## config.mk

```make
export PLATFORM = sky130hd
export DESIGN_NAME = master_wb_bridge
export DESIGN_NICKNAME = d
export VERILOG_FILES = /design/src/rtl/master_wb_bridge.sv
export SDC_FILE = /design/constraint.sdc
export NUM_CORES = 1
export LEC_CHECK = 0
export ABC_AREA = 1
export CORE_ASPECT_RATIO = 0.7
export CORE_MARGIN = 4
export CORE_UTILIZATION = 40
export CTS_BUF_LIST = sky130_fd_sc_hd__clkbuf_8
export CTS_CLUSTER_DIAMETER = 40
export CTS_CLUSTER_SIZE = 20
export DETAILED_ROUTE_END_ITERATION = 16
export PLACE_DENSITY = 0.8
export SKIP_LAST_GASP = 1
export SLEW_MARGIN = 5
export SYNTH_ARGS = -nofsm -noshare
export SYNTH_HDL_FRONTEND = slang
export SYNTH_SLANG_ARGS = --single-unit
```

## constraint.sdc

```tcl
create_clock -name clk -period 2.7 [get_ports clk]
set_input_delay 0.54 -clock clk [delete_from_list [all_inputs] [get_ports clk]]
set_output_delay 0.54 -clock clk [all_outputs]
set_load 0.02 [all_outputs]
```

## src/rtl/master_wb_bridge.sv

```systemverilog
// master_wb_bridge: turns held CPU load/store requests into single Wishbone B3 classic cycles.
// Optional ack timeout is compiled in by defining MASTER_WB_TIMEOUT_EN.
module master_wb_bridge #(
  parameter int TIMEOUT_CYCLES = 255
) (
  input  logic        clk,
  input  logic        rst,
  output logic        done_o,
  input  logic        d_read_en,
  input  logic        d_write_en,
  input  logic [31:0] d_addr,
  input  logic [31:0] d_write_data,
  output logic [31:0] d_data_out,
  input  logic [31:0] wbm_dat_i,
  input  logic        wbm_ack_i,
  output logic [31:0] wbm_dat_o,
  output logic        wbm_we_o,
  output logic [3:0]  wbm_sel_o,
  output logic [31:0] wbm_adr_o,
  output logic        wbm_cyc_o,
  output logic        wbm_stb_o
);
  typedef enum logic [1:0] {IDLE, BUS, DONE} state_t;
  state_t      r_state, w_state;
  logic        r_done, w_done, r_cyc, w_cyc, r_we, w_we;
  logic [3:0]  r_sel, w_sel;
  logic [31:0] r_adr, w_adr, r_dat, w_dat, r_rdata, w_rdata;
  logic        w_to;
`ifdef MASTER_WB_TIMEOUT_EN
  logic [15:0] r_cnt;
  always_ff @(posedge clk or negedge rst)
    if (!rst) r_cnt <= '0;
    else r_cnt <= (r_state == BUS) ? r_cnt + 16'd1 : '0;
  assign w_to = (r_cnt + 16'd1 == 16'(TIMEOUT_CYCLES));
`else
  // The legal range starts at 1, so this never fires; BUS waits for ack forever.
  assign w_to = (TIMEOUT_CYCLES == 0);
`endif
  always_ff @(posedge clk or negedge rst)
    if (!rst) begin
      r_state <= IDLE;
      r_done  <= 1'b0;
      r_cyc   <= 1'b0;
      r_we    <= 1'b0;
      r_sel   <= 4'h0;
      r_adr   <= '0;
      r_dat   <= '0;
      r_rdata <= '0;
    end else begin
      r_state <= w_state;
      r_done  <= w_done;
      r_cyc   <= w_cyc;
      r_we    <= w_we;
      r_sel   <= w_sel;
      r_adr   <= w_adr;
      r_dat   <= w_dat;
      r_rdata <= w_rdata;
    end
  always_comb begin
    w_state = r_state;
    w_done  = 1'b0;
    w_cyc   = r_cyc;
    w_we    = r_we;
    w_sel   = r_sel;
    w_adr   = r_adr;
    w_dat   = r_dat;
    w_rdata = r_rdata;
    case (r_state)
      IDLE: if (d_write_en || d_read_en) begin
        w_state = BUS;
        w_cyc   = 1'b1;
        w_we    = d_write_en;
        w_sel   = 4'hF;
        w_adr   = d_addr;
        w_dat   = d_write_data;
      end
      BUS: if (wbm_ack_i || w_to) begin
        w_state = DONE;
        w_done  = 1'b1;
        w_cyc   = 1'b0;
        w_we    = 1'b0;
        w_sel   = 4'h0;
        w_rdata = r_we ? r_rdata : (wbm_ack_i ? wbm_dat_i : 32'hFFFF_FFFF);
      end
      DONE: w_state = IDLE;
      default: w_state = IDLE;
    endcase
  end
  assign done_o     = r_done;
  assign d_data_out = r_rdata;
  assign wbm_dat_o  = r_dat;
  assign wbm_we_o   = r_we;
  assign wbm_sel_o  = r_sel;
  assign wbm_adr_o  = r_adr;
  assign wbm_cyc_o  = r_cyc;
  assign wbm_stb_o  = r_cyc;
endmodule

```

==> summary.txt <==
Outcome
  • Status: finished clean

Logic synthesis
  • Syn Nets: 547
  • Synth area leader: dfrtp_1
  • Synth warn: 0
  • Post-synth EDFFs: 0
  • Post-synth top cells: 202 x nand2_1, 101 x dfrtp_1, 98 x nand3_1, 20 x buf_2, 8 x buf_6
  • Sequential cell area fraction in the yosys report: 0.6212
  • Ys async rst share: 1.000
  • Dominant cell by count in the synthesized netlist: nand2_1
  • Synth Register Bits: 101
  • Synth top area share: 0.6212
  • Largest cells by area after synthesis: dfrtp_1 62%, nand2_1 19%, nand3_1 12%
  • Netlist cell types: 10
  • Post-synthesis cell count: 446
  • Synth Cell Area: 4069 um^2
  • Synth Flop Type: dfrtp_1
  • Avg Cell Area, Syn: 9.123 um^2

STA
  • Unrepaired setup endpoints after global routing: false
  • Fmax: 494.7 MHz
  • Slew margin rel.: 0.5738
  • Final Skew: 0.008756 ns
  • Worst-margin pin slew: 0.6393 ns
  • Max-slew violation count: 0
  • Final Hold Fails: 0
  • Setup TNS Final: 0 ns
  • Final setup fails: 0
  • Crit path time final: 2.021 ns
  • Final clock period utilization by the worst path: 0.7487

Min path
  • Hold crit path type: in2async

Pwr
  • Final Power: 0.007692 W
  • Psw: 0.003175 W
  • P_leak: 3.082 nW
  • Int Pwr: 0.004518 W
  • Logic gate share of total power: 0.527
  • Sequential share of power: 0.345
  • Switching share of total power: 0.4127
  • Cell Pwr Density: 1214 nW/um^2
  • Clk network pwr share: 0.128
  • Maximum vdd ir drop: 0.6238 mV

Setup path
  • Slowest-stage cell, CP: clkdlybuf4s50_1
  • Crit path max fanout: 7
  • CP Cell Sequence: clkdlybuf4s50_1
  • Worst setup SP type: flip-flop
  • Crit Path Class: reg2out
  • Critical Path RT: 2.16 ns
  • CP arrival: 1.48 ns
  • Setup crit end kind: output port
  • CP bufs+invs: 1
  • Delay-heaviest family, CP: buffers and inverters
  • Max stage delay on crit path: 0.66 ns

Clock network
  • H-tree Lvls: 3
  • Clock transition at path regs: 0.10 ns
  • Clk buf depth: 2
  • Post-CTS Hold Fix Bufs: 0
  • CTS buffer count: 9
  • CTS tree: built
  • Clock root cell: clkbuf_8
  • Skew-Pair Late Insertion Delay: 0.35 ns
  • Setup Fix Bufs, Post-CTS: 0
  • Post_cts resized: 0
  • Sink Count: 101

GRT
  • Initial antenna violation count: 0
  • Vias in the first global route: 3541
  • GRT Residual Overflow: 0
  • Largest net degree at the start of global routing: 67
  • GRT Util Overall: 0.1906
  • Global-route wire length before repair: 18.24 mm

Placement
  • Dpl hpwl: 8.156 mm
  • Port Buffers: 204
  • Gpl congestion: 0.7888

Drt
  • Via/cell ratio: 4.790
  • Routed WL: 11.31 mm
  • Vias after detailed routing: 3669
  • Antenna-violating nets left: 0
  • Starting DRT DRC Count: 231
  • Wire per inst: 14.76 um
  • First-pass DRT Iterations: 6
  • Drc violations: 0

Floorplan
  • Die area: 11880 um^2
  • Die width: 128.5 um
  • Core Area: 9797 um^2
  • Starting Density: 0.4153
  • Die Ht: 92.39 um
  • FP Rows: 30
  • IO Pins: 205

Finish
  • Fraction of layout cells with a size suffix above 1: 0.04545
  • Post-synthesis to final-layout area growth: 55.72%
  • Fill cells: 812
  • Layout Nets: 734
  • Diodes inserted: 0

Flow run
  • Max cap viols: 0
power by group through the flow:
stage / registers (W) / clock network, W / logic (W)
global placement: 0.00264 / 0 / 0.00401
finish: 0.00265 / 0.000988 / 0.00405
global route: 0.00275 / 0.00108 / 0.00438
floorplan: 0.00350 / 0 / 0.00136
detailed placement: 0.00267 / 0 / 0.00410
CTS: 0.00266 / 0.00102 / 0.00410
final timing paths:
check | start | to | slack, ns | cells past startpoint
max | wbm_sel_o[2] | wbm_sel_o[0] | 0.68 | 1
min | rst | d_data_out[25] | 0.16 | 1
max reg2reg | r_state[1] | wbm_adr_o[22] | 1.07 | 5
min reg2reg | wbm_adr_o[17] | wbm_adr_o[17] | 0.47 | 2
max in group asynchronous | rst | wbm_dat_o[0] | 1.81 | 2
min in group clk | wbm_adr_o[17] | wbm_adr_o[17] | 0.47 | 2
layout by cell type, fill, tap and decap left out:
cell / n
nand2_2: 2
nand3_1: 98
buf_12: 3
nand2_1: 200
clkinvlp_4: 1
clkdlybuf4s50_1: 203
nor2_2: 1
clkinv_4: 1
clkbuf_8: 11
nor2_4: 2
inv_1: 7
inv_6: 1
bufinv_16: 1
buf_4: 5
dfrtp_1: 101
inv_2: 1
flip-flops by register name (all words and copies together), names as in the netlist:
register	cells
done_o	1
d_data_out	32
wbm_dat_o	32
wbm_sel_o	1
r_state	2
wbm_we_o	1
wbm_adr_o	32
cells by family (layout without fill, tap and decap cells):
group,Yosys count,in the layout,share of synthesized area
DFF,101,101,0.6212
and+or+nand+nor,303,303,0.3127
buffers and inverters,42,234,0.06611
routing by layer:
metal  up-vias  wire length (um)  GRT usage
met3        14               846    0.04957
met1      1739              4834     0.2568
met5         -                 0          0
li1       1778                 -          -
met2       138              5453     0.3024
met4         0               174    0.06031
layout make-up:
class,instances,area [um^2],share of cell area
flip-flops and latches,101,2527,0.3989
clock inverters,5,58.81,0.009281
repair buffers,211,2130,0.3361
clock buffers,11,151.4,0.02389
inverters,7,26.28,0.004147
well taps,128,160.2,0.02528
multi-input cells,303,1282,0.2024
stage by stage:
stage / hold WS [ns] / utilization / worst slack [ns] / cell area (um^2) / cells
final: 0.1635 / 0.6467 / 0.6785 / 6336 / 766
after global routing: 0.1834 / 0.6467 / 0.5810 / 6336 / 766
after CTS: 0.1733 / 0.6467 / 0.6437 / 6336 / 766
after detailed placement: 0.4579 / 0.6253 / 0.6608 / 6126 / 750
after global placement: 0.4523 / 0.6253 / 0.7059 / 6126 / 750
after floorplan: 0.2444 / - / 1.458 / 4069 / 446
(Power assumes the default switching activity.)
